[config.mk]
export PLATFORM = sky130hd
export DESIGN_NAME = wei_sched
export DESIGN_NICKNAME = d
export VERILOG_FILES = /design/src/rtl/wei_sched_pkg.sv /design/src/rtl/wei_sched_popcnt.sv /design/src/rtl/wei_sched.sv
export SDC_FILE = /design/constraint.sdc
export NUM_CORES = 1
export LEC_CHECK = 0
export ABC_AREA = 0
export CORE_AREA = 2 2 91 110
export CTS_BUF_LIST = sky130_fd_sc_hd__clkbuf_4 sky130_fd_sc_hd__clkbuf_8
export CTS_CLUSTER_SIZE = 16
export DETAILED_ROUTE_END_ITERATION = 7
export DIE_AREA = 0 0 93 112
export PLACE_DENSITY = 0.83
export SETUP_SLACK_MARGIN = 0.2
export SLEW_MARGIN = 0
export SYNTH_ARGS = -nofsm -noshare
export SYNTH_HDL_FRONTEND = slang
export SYNTH_SLANG_ARGS = --single-unit
[constraint.sdc]
create_clock -name clk -period 4.4 [get_ports clk]
set_input_delay 0.66 -clock clk [delete_from_list [all_inputs] [get_ports clk]]
set_output_delay 0.66 -clock clk [all_outputs]
set_load 0.005 [all_outputs]
[src/rtl/wei_sched_pkg.sv]
// Shared constants and FSM state encoding for the weight scheduler.
package wei_sched_pkg;
   localparam int DATA_WIDTH   = 8;
   localparam int KERNEL_WIDTH = 3;
   localparam int KERNEL_SIZE  = KERNEL_WIDTH * KERNEL_WIDTH;
   localparam int POS_WIDTH    = $clog2(KERNEL_WIDTH);
   localparam int NNZ_WIDTH    = $clog2(KERNEL_SIZE + 1);

   typedef enum logic [2:0] {
      IDLE  = 3'd0,
      FLAG  = 3'd1,
      LOAD  = 3'd2,
      ISSUE = 3'd3,
      DONE  = 3'd4
   } state_t;
endpackage

[src/rtl/wei_sched_popcnt.sv]
// Population count of a W-bit vector.
module wei_sched_popcnt #(
   parameter int W  = 3,
   parameter int CW = $clog2(W + 1)
) (
   input  logic [W-1:0]  bits,
   output logic [CW-1:0] count
);
   always_comb begin
      count = '0;
      for (int i = 0; i < W; i++) count = count + CW'(bits[i]);
   end
endmodule

[src/rtl/wei_sched.sv]
// Weight scheduler: captures a kernel nonzero mask, loads packed weights, issues them
// row-major with position tags. Build option WEI_SCHED_EMPTY_ROW_EN adds one marker per empty row.
//
// state | meaning
// IDLE  | waiting for start
// FLAG  | accepting the nonzero mask
// LOAD  | accepting nnz packed weights into the buffer
// ISSUE | presenting weights (and row markers) on the out channel
// DONE  | one-cycle completion pulse
module wei_sched #(
   parameter int DATA_WIDTH   = wei_sched_pkg::DATA_WIDTH,
   parameter int KERNEL_WIDTH = wei_sched_pkg::KERNEL_WIDTH
) (
   input  logic                                          clk,
   input  logic                                          reset,
   input  logic                                          start,
   input  logic                                          flag_valid,
   output logic                                          flag_ready,
   input  logic [KERNEL_WIDTH*KERNEL_WIDTH-1:0]          flag_data,
   input  logic                                          wei_valid,
   output logic                                          wei_ready,
   input  logic [DATA_WIDTH-1:0]                         wei_data,
   output logic                                          out_valid,
   input  logic                                          out_ready,
   output logic [DATA_WIDTH-1:0]                         out_data,
   output logic [$clog2(KERNEL_WIDTH)-1:0]               out_row,
   output logic [$clog2(KERNEL_WIDTH)-1:0]               out_col,
   output logic                                          out_row_last,
   output logic                                          out_last,
   output logic                                          busy,
   output logic                                          done,
   output logic [$clog2(KERNEL_WIDTH*KERNEL_WIDTH+1)-1:0] nnz
);
   import wei_sched_pkg::*;

   localparam int KS     = KERNEL_WIDTH * KERNEL_WIDTH;
   localparam int RC_W   = $clog2(KERNEL_WIDTH);
   localparam int NNZ_W  = $clog2(KS + 1);
   localparam int RCNT_W = $clog2(KERNEL_WIDTH + 1);
`ifdef WEI_SCHED_EMPTY_ROW_EN
   localparam bit EMPTY_ROW_EN = 1'b1;
`else
   localparam bit EMPTY_ROW_EN = 1'b0;
`endif

   state_t state, state_nxt;

   logic [KS-1:0]           mask_rem;
   logic [KERNEL_WIDTH-1:0] mark_rem;
   logic [NNZ_W-1:0]        nnz_q, wr_ptr, rd_ptr;
   logic [DATA_WIDTH-1:0]   wbuf [KS];

   logic [RCNT_W-1:0]       row_cnt [KERNEL_WIDTH];
   logic [KERNEL_WIDTH-1:0] empty_rows;
   logic [NNZ_W-1:0]        pop_all;

   logic [KS-1:0] pend;
   int            cur_r, cur_c;
   logic          is_marker, row_last_i, last_i;
   logic          flag_hs, wei_hs, out_hs;

   for (genvar r = 0; r < KERNEL_WIDTH; r++) begin : g_row
      wei_sched_popcnt #(.W(KERNEL_WIDTH)) u_row_cnt (
         .bits  (flag_data[r*KERNEL_WIDTH +: KERNEL_WIDTH]),
         .count (row_cnt[r])
      );
      assign empty_rows[r] = (row_cnt[r] == '0);
   end

   wei_sched_popcnt #(.W(KS)) u_nnz_cnt (
      .bits  (flag_data),
      .count (pop_all)
   );

   assign flag_ready = (state == FLAG);
   assign wei_ready  = (state == LOAD) && (wr_ptr != nnz_q);
   assign out_valid  = (state == ISSUE);
   assign busy       = (state != IDLE);
   assign done       = (state == DONE);
   assign nnz        = nnz_q;

   assign flag_hs = flag_valid && flag_ready;
   assign wei_hs  = wei_valid && wei_ready;
   assign out_hs  = out_valid && out_ready;

   always_ff @(posedge clk or posedge reset) begin
      if (reset) state <= IDLE;
      else       state <= state_nxt;
   end

   always_comb begin
      state_nxt = state;
      case (state)
         IDLE:  if (start) state_nxt = FLAG;
         FLAG:  if (flag_hs) state_nxt = (pop_all != '0 || EMPTY_ROW_EN) ? LOAD : DONE;
         // nnz==0 only reaches LOAD when row markers are enabled
         LOAD:  if (wr_ptr == nnz_q || (wei_hs && (wr_ptr + NNZ_W'(1)) == nnz_q))
                   state_nxt = ISSUE;
         ISSUE: if (out_hs && last_i) state_nxt = DONE;
         DONE:  state_nxt = IDLE;
         default: state_nxt = IDLE;
      endcase
   end

   // Pending elements: remaining mask bits plus a virtual col-0 bit per empty-row marker.
   always_comb begin
      pend = mask_rem;
      for (int r = 0; r < KERNEL_WIDTH; r++)
         pend[r*KERNEL_WIDTH] = pend[r*KERNEL_WIDTH] | mark_rem[r];
   end

   always_comb begin
      cur_r = 0;
      cur_c = 0;
      for (int r = KERNEL_WIDTH - 1; r >= 0; r--)
         for (int c = KERNEL_WIDTH - 1; c >= 0; c--)
            if (pend[r*KERNEL_WIDTH + c]) begin
               cur_r = r;
               cur_c = c;
            end
      row_last_i = 1'b1;
      for (int c = 0; c < KERNEL_WIDTH; c++)
         if (c > cur_c && pend[cur_r*KERNEL_WIDTH + c]) row_last_i = 1'b0;
      last_i    = ((pend & (pend - KS'(1))) == '0);
      is_marker = mark_rem[cur_r];
   end

   assign out_data     = (out_valid && !is_marker) ? wbuf[rd_ptr] : '0;
   assign out_row      = out_valid ? RC_W'(cur_r) : '0;
   assign out_col      = out_valid ? RC_W'(cur_c) : '0;
   assign out_row_last = out_valid && row_last_i;
   assign out_last     = out_valid && last_i;

   always_ff @(posedge clk or posedge reset) begin
      if (reset) begin
         mask_rem <= '0;
         mark_rem <= '0;
         nnz_q    <= '0;
         wr_ptr   <= '0;
         rd_ptr   <= '0;
         for (int i = 0; i < KS; i++) wbuf[i] <= '0;
      end else begin
         if (flag_hs) begin
            mask_rem <= flag_data;
            mark_rem <= empty_rows & {KERNEL_WIDTH{EMPTY_ROW_EN}};
            nnz_q    <= pop_all;
            wr_ptr   <= '0;
            rd_ptr   <= '0;
         end
         if (wei_hs) begin
            wbuf[wr_ptr] <= wei_data;
            wr_ptr       <= wr_ptr + NNZ_W'(1);
         end
         if (out_hs) begin
            if (is_marker) mark_rem[cur_r] <= 1'b0;
            else begin
               mask_rem[cur_r*KERNEL_WIDTH + cur_c] <= 1'b0;
               rd_ptr <= rd_ptr + NNZ_W'(1);
            end
         end
      end
   end
endmodule

Yosys cells after proc, flatten, opt, wreduce, memory -nomap -nowiden
Index checks and enable logic that the tools add are counted.

Register bits after elaboration: 99. Bits of input ports: 23. Output and inout port bits: 23. Word-level logic and storage cells: 149.

Add/sub/neg operators: 14. Multipliers: 1. Order comparisons: 13. Equality and inequality tests: 11. Multiplexer cells: 62. Bitwise logic cells: 10. Reductions and logical operators: 23.

Operator list (count): $mux W32 (14); $lt A32 B6 Y1 const B (4); $bwmux W72 (1); $ge A32 B1 Y1 const B (2); $add A32 B2 Y32 const B (1); $add A32 B3 Y32 const B (1); $add A32 B32 Y32 (1); $bmux W8 S4 (1); $demux W8 S4 (1); $gt A1 B32 Y1 const A (1); $gt A2 B32 Y1 const A (1); $gt A3 B32 Y1 const A (1); $lt A32 B4 Y1 const B (1); $mul A32 B3 Y32 const B (1); $mux W8 (4); $add A4 B1 Y4 (7); $mux W9 (3); $mux W3 (8); $mux W4 (5); $and A9 B9 Y9 (2); $logic_and A1 B1 Y1 (15); $mux W1 (13); $bmux W1 S4 (3); $pmux W3 S4 (1); other kinds (29) (42).

Longest topological paths before layout
Depth in word-level cells: 19. Gate-level depth with buffers: 14. Mapped depth without buffers: 12.

Cells and area by module
A second synthesis with hierarchy kept.

Cells, all modules: 476. Area, all modules: 5644.2 µm².

Modules (own cells, without submodules): wei_sched (times used 1, cells an instance 450, area each 5405.2 µm², seq. area each 2477.4 µm²); wei_sched_popcnt (times used 1, cells an instance 26, area each 239.0 µm², seq. area each 0.0 µm²).

Worst setup path after synthesis
Ideal clock, no wire load.

Path kind: input to register. Start: input flag_data[0]. End: register state[1]. Setup time: 0.119 ns. Arrival time: 3.624 ns. Required time: 4.281 ns. Slack: 0.657 ns. Stages: 12. Path through: ha_1 > inv_1 > fa_1 > fa_1 > fa_1 > inv_1 > ha_1 > fa_1 > xnor2_1 > nor3b_1 > a211oi_1 > o21ba_2.

Word-level cells in the longest chain between the ends: 12.

RTL lines: from (decl) (line wei_sched.sv:19) `input logic [KERNEL_WIDTH*KERNEL_WIDTH-1:0] flag_data,`; $add A1 B1 Y2 (line wei_sched_popcnt.sv:11) `for (int i = 0; i < W; i++) count = count + CW'(bits[i]);`; $add A4 B1 Y4 (7 in a row) (line wei_sched_popcnt.sv:11); $reduce_bool A4 Y1 (line wei_sched.sv:95) `FLAG: if (flag_hs) state_nxt = (pop_all != '0 || EMPTY_ROW_EN) ? LOAD : DONE;`; $mux W3 (2 in a row) (line wei_sched.sv:95); $pmux W3 S4 (line wei_sched.sv:93) `case (state)`; to (signal assigned) (line wei_sched.sv:88) `else state <= state_nxt;`; to (decl) (line wei_sched.sv:46) `state_t state, state_nxt;`.

Every way passes these cells. The select of a mux whose other input is x is not followed. A chain may end at the register's enable or synchronous reset.

Final worst setup path
Start: register mask_rem[5]. End: output out_row_last.

Word-level cells in the longest chain between the ends: 15. Elaborated cells between the ends (all ways): 34.

RTL lines: from (decl) (line wei_sched.sv:48) `logic [KS-1:0] mask_rem;`; from (signal assigned) (line wei_sched.sv:144) `mask_rem <= flag_data;`; $mux W32 (6 in a row) (line wei_sched.sv:117) `if (pend[r*KERNEL_WIDTH + c]) begin`; $mul A32 B3 Y32 (line wei_sched.sv:123) `if (c > cur_c && pend[cur_r*KERNEL_WIDTH + c]) row_last_i = 1'b0;`; $add A32 B2 Y32 / $bmux W1 S4 (equally long branches) (line wei_sched.sv:123); $bmux W1 S4 / $mux W1 (equally long branches) (line wei_sched.sv:123); $mux W1 (not written as such) (line wei_sched.sv:123); $mux W1 (not written as such) / $logic_and A1 B1 Y1 (equally long branches) (line wei_sched.sv:123); $logic_and A1 B1 Y1 / $mux W1 (equally long branches) (line wei_sched.sv:123); $mux W1 (line wei_sched.sv:123); $mux W1 * (line wei_sched.sv:123); $logic_and A1 B1 Y1 * (line wei_sched.sv:131) `assign out_row_last = out_valid && row_last_i;`; to (decl) (line wei_sched.sv:28) `output logic out_row_last,`.

Mark *: on every way between the ends. The rest lies on a longest branch, timed or not. The select of a mux whose other input is x is not followed.

==> out/results.txt <==
RSZ-0062 raised after global routing: yes
Maximum vdd drop: 355 uV
Vias: 3936
Seq/Total Area, Yosys: 45.0%
CP startpoint kind: flop
Hold_buf cts: 0
Total of max-cap violations: 0
Setup slack, reg-to-reg: 1.04 ns
GRT overflow: 0
CTS Buf Count: 9
Place WS: -0.0158 ns
Most numerous cell in the Yosys netlist: dfrtp_1
Die Height: 112 um
Outcome: finished, final reports clean
DR DRC count: 0
Final non-filler cell total: 637
Setup TNS Final: 0 ns
Worst setup margin: 0.399 ns
PD cells: 647 nW/um2
I/O pin total: 46
Worst EP required: 3.74 ns
Vias in the first global route: 4029
CP Capture Type: output port
Most common library cells after synthesis: dfrtp_1 (99), mux2_2 (65), nor2_1 (44), inv_1 (23), nand2_1 (21)
Setup Fix Bufs, Post-CTS: 0
Count of final setup violators: 0
Area of the multi-input gates: 2860 um2
Syn_nets: 512
Clk sinks: 99
Post-synthesis average cell area: 11.8 um2
Worst relative slew slack: 18.7%
Pins Over Slew Limit: 0
Min-Delay Path Class: reg -> reg
Top cell by count, worst path: inv_1
Htree depth: 3
Via density: 6.18
Die area: 10400 um2
Placed insts: 621
Diode count: 0
Fill cells: 705
Worst-Margin Slew: 1.21 ns
Critical-path cell list: or4_1 -> nor2_1 -> o21ai_2 -> inv_1 -> ha_1 -> inv_1 -> o31a_1 -> or3_1 -> a31o_2 -> clkdlybuf4s50_1
Die X: 93 um
CTS tree: done
CP max-delay cell: or4_1
Synth area leaders: dfrtp_1 (45%), mux2_2 (13%), mux4_2 (6.5%)
Worst r2r path cells: 12
Dominant synthesized flop cell: dfrtp_1
First-pass GRT wire length: 20500 um
RePlAce Congestion: 0.892
Biggest area consumer among synthesized cells: dfrtp_1
Number of synthesized flops with an enable pin: 0
Final min period: 4.00 ns
Worst-path clk slew: 0.09 ns
WL per Instance: 19.5 um
Slowest stage delay, CP: 0.58 ns
Max clock buf depth: 2
Yosys warning total: 0
Initial Util: 58.7%
Ys async rst share: 100%
Row count: 39
Tcrit/Tclk final: 90.9%
Initial antenna violation count: 0
Arrival time worst endpoint: 3.34 ns
Clk Latency, worst-skew pair: 0.37 ns
GRT Total Usage: 25.4%
Cell area after technology mapping: 5500 um2
Post-Synthesis Cells: 466
Share of layout cells above drive strength 1: 25.9%
CP Max Fanout: 10
Flip-flop and latch count after synthesis: 99
Nets@finish: 555
Register area: 2480 um2
DRT Pass-1 Iters: 7
Root Driver: clkbuf_8
Clk_skew: 0.0136 ns
Post-cts sizing count: 1
Largest net degree at the start of global routing: 43
Detailed Place HPWL: 8760 um
Cell leakage power: 0.00287 uW
Core Footprint: 9370 um2
Total wire length: 12400 um
Area growth syn-to-layout: 14.3%
Final hold slack: 0.509 ns
Initial detailed-routing violation count: 206
Yosys top cell area share: 45.0%
Fmax: 0.250 GHz
Final ANT Viol Nets: 0
WS Path Type: reg -> out
Worst Hold Depth: 1
Port Buf Inserts: 45
Synth unique cells: 57
Fin. Hold Viols: 0
routing by layer:
| metal | wire length (um) | track usage (%) | vias up |
|---|---|---|---|
| met5 | 0 | 0 | - |
| met4 | 218 | 8.14 | 0 |
| met3 | 553 | 4.40 | 17 |
| met2 | 6580 | 44.3 | 108 |
| met1 | 5070 | 32.2 | 2030 |
| li1 | - | - | 1781 |
cells by family (layout without fill, tap and decap cells):
logic type | count (synthesis) | count (layout) | share of synthesized area, %
XOR/XNOR | 10 | 10 | 1.59
flip-flops | 99 | 99 | 45.0
AO/OA/AOI/OAI | 64 | 64 | 7.89
multiplexers | 99 | 99 | 23.8
AND/OR/NAND/NOR | 128 | 128 | 12.2
adder cells (fa/ha/maj) | 24 | 24 | 6.23
buffers and inverters | 42 | 90 | 3.21
path summary, 6_finish.rpt:
check / to / start
max: out_row_last / mask_rem[5]
min reg2reg: wbuf[16] / wbuf[16]
max in group asynchronous: wbuf[61] / reset
max reg2reg: mask_rem[5] / mask_rem[5]
min in group asynchronous: wbuf[10] / reset
min: wbuf[16] / wbuf[16]
critical path, delay by kind of cell, from the launching register on:
kind	cells	cell delay, ns
and+or+nand+nor	3	1.10
buffers and inverters	3	0.68
DFF	1	0.49
AOI/OAI and AO/OA	3	0.46
adders and majority gates	1	0.24
cells in the final DEF, fill, tap and decap left out, drive strengths merged, types with 3 or more instances in the layout:
| cell | synthesis | final |
|---|---|---|
| dfrtp | 99 | 99 |
| mux4 | 16 | 16 |
| nor2b | 4 | 4 |
| mux2i | 10 | 10 |
| clkdlybuf4s50 | 0 | 45 |
| buf | 9 | 6 |
| inv | 23 | 25 |
| nand3 | 16 | 16 |
| a311oi | 4 | 4 |
| or3 | 4 | 4 |
| o21ai | 10 | 10 |
| nand4 | 4 | 4 |
| fa | 6 | 6 |
| clkbuf | 10 | 10 |
| nor4b | 5 | 5 |
| xnor2 | 10 | 10 |
| mux2 | 73 | 73 |
| nor2 | 44 | 44 |
| or2 | 3 | 3 |
| nor3 | 8 | 8 |
| nand2 | 22 | 22 |
| a21oi | 19 | 19 |
| a221oi | 5 | 5 |
| ha | 17 | 17 |
| and2 | 4 | 4 |
| nor4 | 5 | 5 |
| a211oi | 4 | 4 |
| o211ai | 3 | 3 |
| or4 | 3 | 3 |
layout make-up:
| cell class | instances | share of cell area [%] |
|---|---|---|
| Multi-Input combinational cell | 325 | 45.5 |
| Inverter | 23 | 1.41 |
| Sequential cell | 99 | 39.4 |
| Tap cell | 123 | 2.45 |
| Clock buffer | 10 | 2.19 |
| Clock inverter | 6 | 1.13 |
| Timing Repair Buffer | 51 | 7.88 |
report_power, final:
group	leakage, uW	switching (uW)	internal, uW	total (uW)
registers	0.00130	364	1220	1590
logic	0.00147	840	1040	1880
clock network	0.0000995	323	283	606
registers in the layout, indices dropped and copies added, names as in the netlist:
| signal | count |
|---|---|
| wbuf | 72 |
| mask_rem | 9 |
| nnz | 4 |
| rd_ptr | 4 |
| wr_ptr | 4 |
| mark_rem | 3 |
| state | 3 |
stage by stage:
| stage | utilization, % | cell area (um2) | power [uW] |
|---|---|---|---|
| after global placement | 64.7 | 6070 | 3370 |
| final | 67.1 | 6290 | 4070 |
| after CTS | 67.0 | 6280 | 4070 |
| after detailed placement | 64.7 | 6070 | 3450 |
| after global routing | 67.1 | 6290 | 4350 |
| after floorplan | - | 5500 | 2810 |
Note: power is estimated with default switching activity, not from simulation.
